<file path="src/rtl/mux_fifo_pkg.sv">
// Shared types and helpers for the mux_fifo datapath: arbiter state, pipe modes, round-robin pick.
// Latency: n/a (types and a combinational function only).
// Backpressure: n/a.
package mux_fifo_pkg;

    // Output pipe configurations.
    localparam logic [1:0] MODE_DIRECT = 2'b00;
    localparam logic [1:0] MODE_VLD    = 2'b01;
    localparam logic [1:0] MODE_RDY    = 2'b10;
    localparam logic [1:0] MODE_FULL   = 2'b11;

    // Largest supported requester count; the pick function works on vectors of this width.
    localparam int MAX_SRC = 16;

    typedef enum logic {
        IDLE   = 1'b0,
        LOCKED = 1'b1
    } arb_state_t;

    typedef struct packed {
        logic       found;
        logic [3:0] idx;
    } pick_t;

    // Ascending search from ptr, wrapping at n; only indices below n are ever visited.
    function automatic pick_t rr_pick(input logic [MAX_SRC-1:0] vld,
                                      input logic [3:0]         ptr,
                                      input int                 n);
        pick_t r;
        int    idx;
        r = '0;
        for (int k = 0; k < MAX_SRC; k++) begin
            if (k < n) begin
                idx = int'(ptr) + k;
                if (idx >= n) begin
                    idx = idx - n;
                end
                if (!r.found && vld[idx[3:0]]) begin
                    r.found = 1'b1;
                    r.idx   = 4'(idx);
                end
            end
        end
        return r;
    endfunction

endpackage

</file>
<file path="src/rtl/pipe.sv">
// Generic valid/ready pipe stage: direct, valid-registered, ready-registered (skid) or fully registered.
// Latency: 0 (direct), 1 (vld/full), 0 or 1 (rdy, 1 only after a stall).
// Backpressure: dst_rdy low stalls; full mode absorbs one extra beat so src_rdy is a register.
module pipe
    import mux_fifo_pkg::*;
#(
    parameter logic [1:0] MODE       = MODE_FULL,
    parameter int         DATA_WIDTH = 32
) (
    input  logic                  clk,
    input  logic                  rst_n,
    input  logic                  soft_rst,
    input  logic                  src_vld,
    output logic                  src_rdy,
    input  logic [DATA_WIDTH-1:0] src_data,
    output logic                  dst_vld,
    input  logic                  dst_rdy,
    output logic [DATA_WIDTH-1:0] dst_data
);

    // a_* is the output register, b_* the skid register.
    logic                  a_vld;
    logic [DATA_WIDTH-1:0] a_data;
    logic                  b_vld;
    logic [DATA_WIDTH-1:0] b_data;

    // Output and ready selection for the configured mode.
    always_comb begin
        src_rdy  = 1'b0;
        dst_vld  = 1'b0;
        dst_data = '0;
        case (MODE)
            MODE_DIRECT: begin
                src_rdy  = dst_rdy;
                dst_vld  = src_vld;
                dst_data = src_data;
            end
            MODE_VLD: begin
                src_rdy  = !a_vld || dst_rdy;
                dst_vld  = a_vld;
                dst_data = a_data;
            end
            MODE_RDY: begin
                src_rdy  = !b_vld;
                dst_vld  = b_vld || src_vld;
                dst_data = b_vld ? b_data : (src_vld ? src_data : '0);
            end
            default: begin
                src_rdy  = !b_vld;
                dst_vld  = a_vld;
                dst_data = a_data;
            end
        endcase
    end

    // Register updates; the skid register only fills while the output side is stalled.
    always_ff @(posedge clk or negedge rst_n) begin
        if (!rst_n) begin
            a_vld  <= 1'b0;
            a_data <= '0;
            b_vld  <= 1'b0;
            b_data <= '0;
        end else if (soft_rst) begin
            a_vld  <= 1'b0;
            a_data <= '0;
            b_vld  <= 1'b0;
            b_data <= '0;
        end else begin
            case (MODE)
                MODE_VLD: begin
                    if (src_rdy) begin
                        a_vld <= src_vld;
                        if (src_vld) begin
                            a_data <= src_data;
                        end
                    end
                end
                MODE_RDY: begin
                    if (b_vld) begin
                        if (dst_rdy) begin
                            b_vld <= 1'b0;
                        end
                    end else if (src_vld && !dst_rdy) begin
                        b_vld  <= 1'b1;
                        b_data <= src_data;
                    end
                end
                MODE_FULL: begin
                    if (dst_rdy || !a_vld) begin
                        a_vld  <= b_vld || (src_vld && src_rdy);
                        a_data <= b_vld ? b_data : src_data;
                        b_vld  <= 1'b0;
                    end else if (src_vld && src_rdy) begin
                        b_vld  <= 1'b1;
                        b_data <= src_data;
                    end
                end
                default: begin
                end
            endcase
        end
    end

endmodule

</file>
<file path="src/rtl/rr_grant.sv">
// Round-robin grant: combinational pick from the pointer, pointer advances past each finished packet.
// Latency: grant is combinational; pointer updates on the clock after adv.
// Backpressure: none of its own; adv is only raised on a completed last-beat handshake.
module rr_grant
    import mux_fifo_pkg::*;
#(
    parameter int NUM_SRC = 4,
    parameter int ID_W    = 2
) (
    input  logic               clk,
    input  logic               rst_n,
    input  logic               soft_rst,
    input  logic [NUM_SRC-1:0] req,
    input  logic               adv,
    input  logic [ID_W-1:0]    adv_idx,
    output logic [ID_W-1:0]    gnt_idx,
    output logic               gnt_found
);

    logic [ID_W-1:0] rr_ptr;
    pick_t           pick;

    // First requester at or after the pointer, in ascending order with wrap.
    always_comb begin
        pick      = rr_pick(MAX_SRC'(req), 4'(rr_ptr), NUM_SRC);
        gnt_found = pick.found;
        gnt_idx   = ID_W'(pick.idx);
    end

    // Pointer moves one past the requester that just finished; wraps explicitly at NUM_SRC.
    always_ff @(posedge clk or negedge rst_n) begin
        if (!rst_n) begin
            rr_ptr <= '0;
        end else if (soft_rst) begin
            rr_ptr <= '0;
        end else if (adv) begin
            rr_ptr <= (adv_idx == ID_W'(NUM_SRC - 1)) ? '0 : adv_idx + 1'b1;
        end
    end

endmodule

</file>
<file path="src/rtl/rr_arb_mux.sv">
// Packet-aware round-robin arbiter/mux: a requester keeps the grant until its last beat handshakes.
// Latency: set by OUT_MODE of the output pipe (0 or 1 cycle); no bubble between packets.
// Backpressure: dst_rdy flows back through the pipe to the single granted src_rdy bit.
module rr_arb_mux
    import mux_fifo_pkg::*;
#(
    parameter int         NUM_SRC    = 4,
    parameter int         DATA_WIDTH = 32,
    parameter logic [1:0] OUT_MODE   = MODE_FULL,
    localparam int        ID_W       = $clog2(NUM_SRC)
) (
    input  logic                          clk,
    input  logic                          rst_n,
    input  logic                          soft_rst,
    input  logic [NUM_SRC-1:0]            src_vld,
    output logic [NUM_SRC-1:0]            src_rdy,
    input  logic [NUM_SRC*DATA_WIDTH-1:0] src_data,
    input  logic [NUM_SRC-1:0]            src_last,
    output logic                          dst_vld,
    input  logic                          dst_rdy,
    output logic [DATA_WIDTH-1:0]         dst_data,
    output logic                          dst_last,
    output logic [ID_W-1:0]               dst_id
);

    localparam int PW = DATA_WIDTH + 1 + ID_W;

    arb_state_t            state_q, state_d;
    logic [ID_W-1:0]       lock_q, lock_d;
    logic [ID_W-1:0]       gnt_idx;
    logic                  gnt_found;
    logic [ID_W-1:0]       sel;
    logic                  active;
    logic                  adv;
    logic                  m_vld;
    logic                  m_rdy;
    logic                  m_last;
    logic                  m_hs;
    logic [DATA_WIDTH-1:0] m_data;
    logic [PW-1:0]         p_dst;
    logic [DATA_WIDTH-1:0] data_arr [NUM_SRC];

    for (genvar i = 0; i < NUM_SRC; i++) begin : g_src
        assign data_arr[i] = src_data[i*DATA_WIDTH +: DATA_WIDTH];
        assign src_rdy[i]  = (active && sel == ID_W'(i)) ? m_rdy : 1'b0;
    end

    rr_grant #(
        .NUM_SRC (NUM_SRC),
        .ID_W    (ID_W)
    ) u_grant (
        .clk       (clk),
        .rst_n     (rst_n),
        .soft_rst  (soft_rst),
        .req       (src_vld),
        .adv       (adv),
        .adv_idx   (sel),
        .gnt_idx   (gnt_idx),
        .gnt_found (gnt_found)
    );

    // Select the granted requester; in LOCKED only the owner is visible even if it pauses.
    always_comb begin
        sel    = (state_q == LOCKED) ? lock_q : gnt_idx;
        active = !soft_rst && ((state_q == LOCKED) || gnt_found);
        m_vld  = active && src_vld[sel];
        m_last = src_last[sel];
        m_data = data_arr[sel];
        m_hs   = m_vld && m_rdy;
    end

    // Next state: any grant that does not complete its packet this cycle becomes a lock.
    always_comb begin
        state_d = state_q;
        lock_d  = lock_q;
        adv     = 1'b0;
        case (state_q)
            IDLE: begin
                if (gnt_found) begin
                    if (m_hs && m_last) begin
                        adv = 1'b1;
                    end else begin
                        lock_d  = gnt_idx;
                        state_d = LOCKED;
                    end
                end
            end
            LOCKED: begin
                if (m_hs && m_last) begin
                    adv     = 1'b1;
                    state_d = IDLE;
                end
            end
            default: state_d = IDLE;
        endcase
    end

    // Arbiter state register.
    always_ff @(posedge clk or negedge rst_n) begin
        if (!rst_n) begin
            state_q <= IDLE;
            lock_q  <= '0;
        end else if (soft_rst) begin
            state_q <= IDLE;
            lock_q  <= '0;
        end else begin
            state_q <= state_d;
            lock_q  <= lock_d;
        end
    end

    pipe #(
        .MODE       (OUT_MODE),
        .DATA_WIDTH (PW)
    ) u_pipe (
        .clk      (clk),
        .rst_n    (rst_n),
        .soft_rst (soft_rst),
        .src_vld  (m_vld),
        .src_rdy  (m_rdy),
        .src_data ({sel, m_last, m_data}),
        .dst_vld  (dst_vld),
        .dst_rdy  (dst_rdy),
        .dst_data (p_dst)
    );

    assign {dst_id, dst_last, dst_data} = p_dst;

endmodule
</file>
<file path="config.mk">
export PLATFORM = sky130hd
export DESIGN_NAME = rr_arb_mux
export DESIGN_NICKNAME = d
export VERILOG_FILES = /design/src/rtl/mux_fifo_pkg.sv /design/src/rtl/pipe.sv /design/src/rtl/rr_grant.sv /design/src/rtl/rr_arb_mux.sv
export SDC_FILE = /design/constraint.sdc
export NUM_CORES = 1
export LEC_CHECK = 0
export ABC_AREA = 1
export CORE_ASPECT_RATIO = 0.7
export CORE_MARGIN = 5
export CORE_UTILIZATION = 46
export CTS_CLUSTER_SIZE = 10
export DETAILED_ROUTE_END_ITERATION = 8
export GPL_ROUTABILITY_DRIVEN = 0
export PLACE_DENSITY = 0.92
export SLEW_MARGIN = 20
export SYNTH_ARGS = -nofsm -noshare
export SYNTH_HDL_FRONTEND = slang
export SYNTH_HIERARCHICAL = 1
export SYNTH_SLANG_ARGS = --single-unit
</file>
<file path="constraint.sdc">
create_clock -name clk -period 3.6 [get_ports clk]
set_input_delay 0.36 -clock clk [delete_from_list [all_inputs] [get_ports clk]]
set_output_delay 0.36 -clock clk [all_outputs]
set_load 0.05 [all_outputs]
</file>
==> metrics <==
First-pass DRT Iterations=5; clk_lat worst skew=0.34 ns; worst IR drop on VDD=between 0.0004 and 0.0005 V; Hold Path Class=in2async; CTS root buf=clkbuf_16; Post-CTS Hold Fix Bufs=0; Sw Ratio=49.9%; area occupied by multi-input gates=2670 um^2; Post-synth EDFFs=0; Clock Power Share=16.5%; largest net degree at the start of global routing=78; Synth top cells by count=280 x nand2_1, 150 x nand3_1, 77 x dfrtp_1; layout cells sized above 1=a little under a tenth; top cells by area, synth=dfrtp_1 38%, nand2_1 21%, nand3_1 15%; 1st-iter DRT viols=around 520; Die Y=roughly 100 um; MaxCap Viol Count=0; vias in the first global route=5507; critical path type=reg2out; die width=approximately 140 um; Area growth syn-to-layout=45.1%; first-pass GRT wire length=~27000 um; minimum clock period after layout=about 3.4 ns; antenna cells=0; Filler cells=~930; Required @ worst endpoint=roughly 3.2 ns; post-synthesis sequential area ratio=38.1%; RSZ-0062 raised after global routing=no; clock sinks=between 70 and 80; power per cell area=around 830 nW/um^2; Post-synth top flop=dfrtp_1; total gr overflow=0; Worst setup SP type=flip-flop; synth unique cells=32; total of warnings raised by yosys=6; Routed WL=between 15000 and 20000 um; Post-Synthesis Cells=730; Setup TNS=0 ns; part of the power in combinational logic=between 60 and 70%; GRT Resource Usage Total=approximately a quarter; most common cell in the synthesized netlist=nand2_1; Seq pwr share=between 20% and 30%; period utilization=between 90% and 100%; Post-Syn Area per Cell=approximately 7 um^2; remaining antenna violation count=0; NetSw=0.00304 W; Worst Skew=between 0.005 and 0.006 ns; area leader, netlist=dfrtp_1; drt via density=5.35; status=finished clean; drt wl/cell=roughly 16 um; final hold viol count=0; FF+latch count, synth=77; asr flop ratio synth=100%; CTS tree=built; Die ar.=13200 um^2; clock slew seen by the registers of the worst setup and hold paths=~0.06 ns; slew margin rel.=roughly a third; FMAX=about 0.30 GHz; dpl hpwl=between 10000 and 15000 um; Synthesized Nets=875; via count=~5600; Layout Utilization=around two thirds; layout net count=between 1000 and 1500; synthesized area=between 5000 and 6000 um^2; initial antenna violation count=0; row cnt=32; Pleak=approximately 3.6 nW; CTS buffer count=9; Least-Margin Pin Slew=~0.98 ns; Critical Path Fanout Max=20; I/O Buffers=179; number of setup violations in the final report=0; max-slew violations=0; CP endpoint kind=output pin; # IOs=180; DRC Markers=0; crit path DAT=around 3.0 ns; Starting Density=between 40 and 50%; H-Tree Depth=3; Clock Tree Buf Depth=2; Internal=roughly 0.003 W; core area=10900 um^2; FF/Latch Area=around 1900 um^2; Reg2Reg Depth=22; share of the synthesized area in the top cell type=between 30% and 40%
## power groups by stage
stage | Clock, W | Sequential, W | Combinational [W]
finish | 0.00101 | 0.00125 | 0.00384
global route | 0.00106 | 0.00128 | 0.00421
CTS | 0.00102 | 0.00125 | 0.00375
detailed placement | 0 | 0.00126 | 0.00373
global placement | 0 | 0.00125 | 0.00366
floorplan | 0 | 0.00174 | 0.00215
## cells by family after synthesis
family                     after synthesis  synth area share (%)
and+or+nand+nor                        495                  43.7
AOI/OAI and AO/OA                       57                  7.52
DFF                                     77                  38.1
adders and majority gates                5                  1.24
buffers and inverters                   96                  9.48
## metal layers
| layer | vias up | GRT usage (%) | routed length, um |
|---|---|---|---|
| li1 | 2703 | - | - |
| met1 | 2629 | 33.1 | 6920 |
| met2 | 267 | 40.8 | 7720 |
| met3 | 31 | 7.71 | 1720 |
| met4 | 0 | 6.74 | 332 |
| met5 | - | 0 | 0 |
## cell usage in the layout (no fill, tap or decap)
cell             netlist  final
or2_2                  1      1
clkinvlp_4             0      1
inv_6                  1      2
nor2_4                 2      3
o21ai_4                1      1
inv_8                  1      1
nor2_8                 2      2
clkinv_2               0      1
buf_12                 0      6
dfrtp_1               77     75
nand3_2                5      5
o21ai_0               20     19
nand2_8                0      1
bufinv_16              0      2
nand2_1              280    280
inv_2                  5      6
nor3_4                 1      1
nand2_2               13     12
nand2_4                2      2
clkdlybuf4s50_1        0    174
o21ai_2                1      1
nand4_1                3      3
inv_4                  2      2
clkbuf_16              0      9
nor2_1                30     30
nand3b_1               1      1
a21oi_1                2      2
nor3_1                 3      2
buf_4                  1     17
o21ai_1                1      2
a22oi_1               32     32
dfrtp_2                0      2
nor2_2                 2      1
clkbuf_8               0      2
nor3_2                 0      1
ha_1                   5      5
nand3_1              150    150
inv_1                 44     43
## path summary, 6_finish.rpt
path                                startpoint                   to  slack [ns]
setup / recovery             u_grant/rr_ptr[0]           src_rdy[1]        0.22
hold / removal                           rst_n  u_pipe/dst_data[32]        0.16
setup reg to reg             u_grant/rr_ptr[0]     u_pipe/b_data[1]        0.27
hold reg to reg            u_pipe/dst_data[13]  u_pipe/dst_data[13]        0.48
max in group asynchronous                rst_n    u_grant/rr_ptr[1]        2.74
min in group clk           u_pipe/dst_data[13]  u_pipe/dst_data[13]        0.48
## worst max-delay path, stage by stage (launching register included)
cell     delay, ns
dfrtp_1       0.45
inv_8         0.07
ha_1          0.36
inv_1         0.12
nand3_1       0.13
nand3_2       0.13
nand2_2       0.07
nor2_4        0.10
nand3_1       0.08
nand2_1       0.19
nand2_4       0.12
nand2_8       0.19
buf_4         0.24
nand2_1       0.07
nor2_1        0.18
buf_12        0.17
## sequential cells by signal, summed over array words and instances, names as in the netlist
register         flops
lock_q               2
u_pipe/dst_data     35
u_pipe/dst_vld       1
u_pipe/b_vld         1
state_q              1
u_pipe/b_data       35
u_grant/rr_ptr       2
## stage by stage
stage               cell area (um^2)  hold WS (ns)  power [W]  setup slack, ns  std cells
floorplan                       5060        0.0644    0.00390            0.129        730
finish                          7330         0.161    0.00610            0.217       1053
global placement                6960         0.461    0.00491            0.268       1033
CTS                             7290         0.225    0.00602           0.0207       1049
detailed placement              6960         0.464    0.00499            0.181       1033
global route                    7330         0.257    0.00655           0.0297       1053
## timing repair
action                                 in CTS  in global routing
setup endpoints to repair                   0                 45
buffers inserted                            0                  4
endpoints found under the hold margin       0                  0
gates resized for setup                     0                  5
## final cells by class
| cell class | count | area share, % |
|---|---|---|
| sequential | 77 | 26.3 |
| tap | 153 | 2.61 |
| multi-input combinational | 557 | 36.5 |
| inverter | 53 | 2.95 |
| clock buffer | 11 | 3.45 |
| timing repair buffer | 197 | 27.1 |
| clock inverter | 5 | 1.11 |
Note: power is estimated with default switching activity, not from simulation.
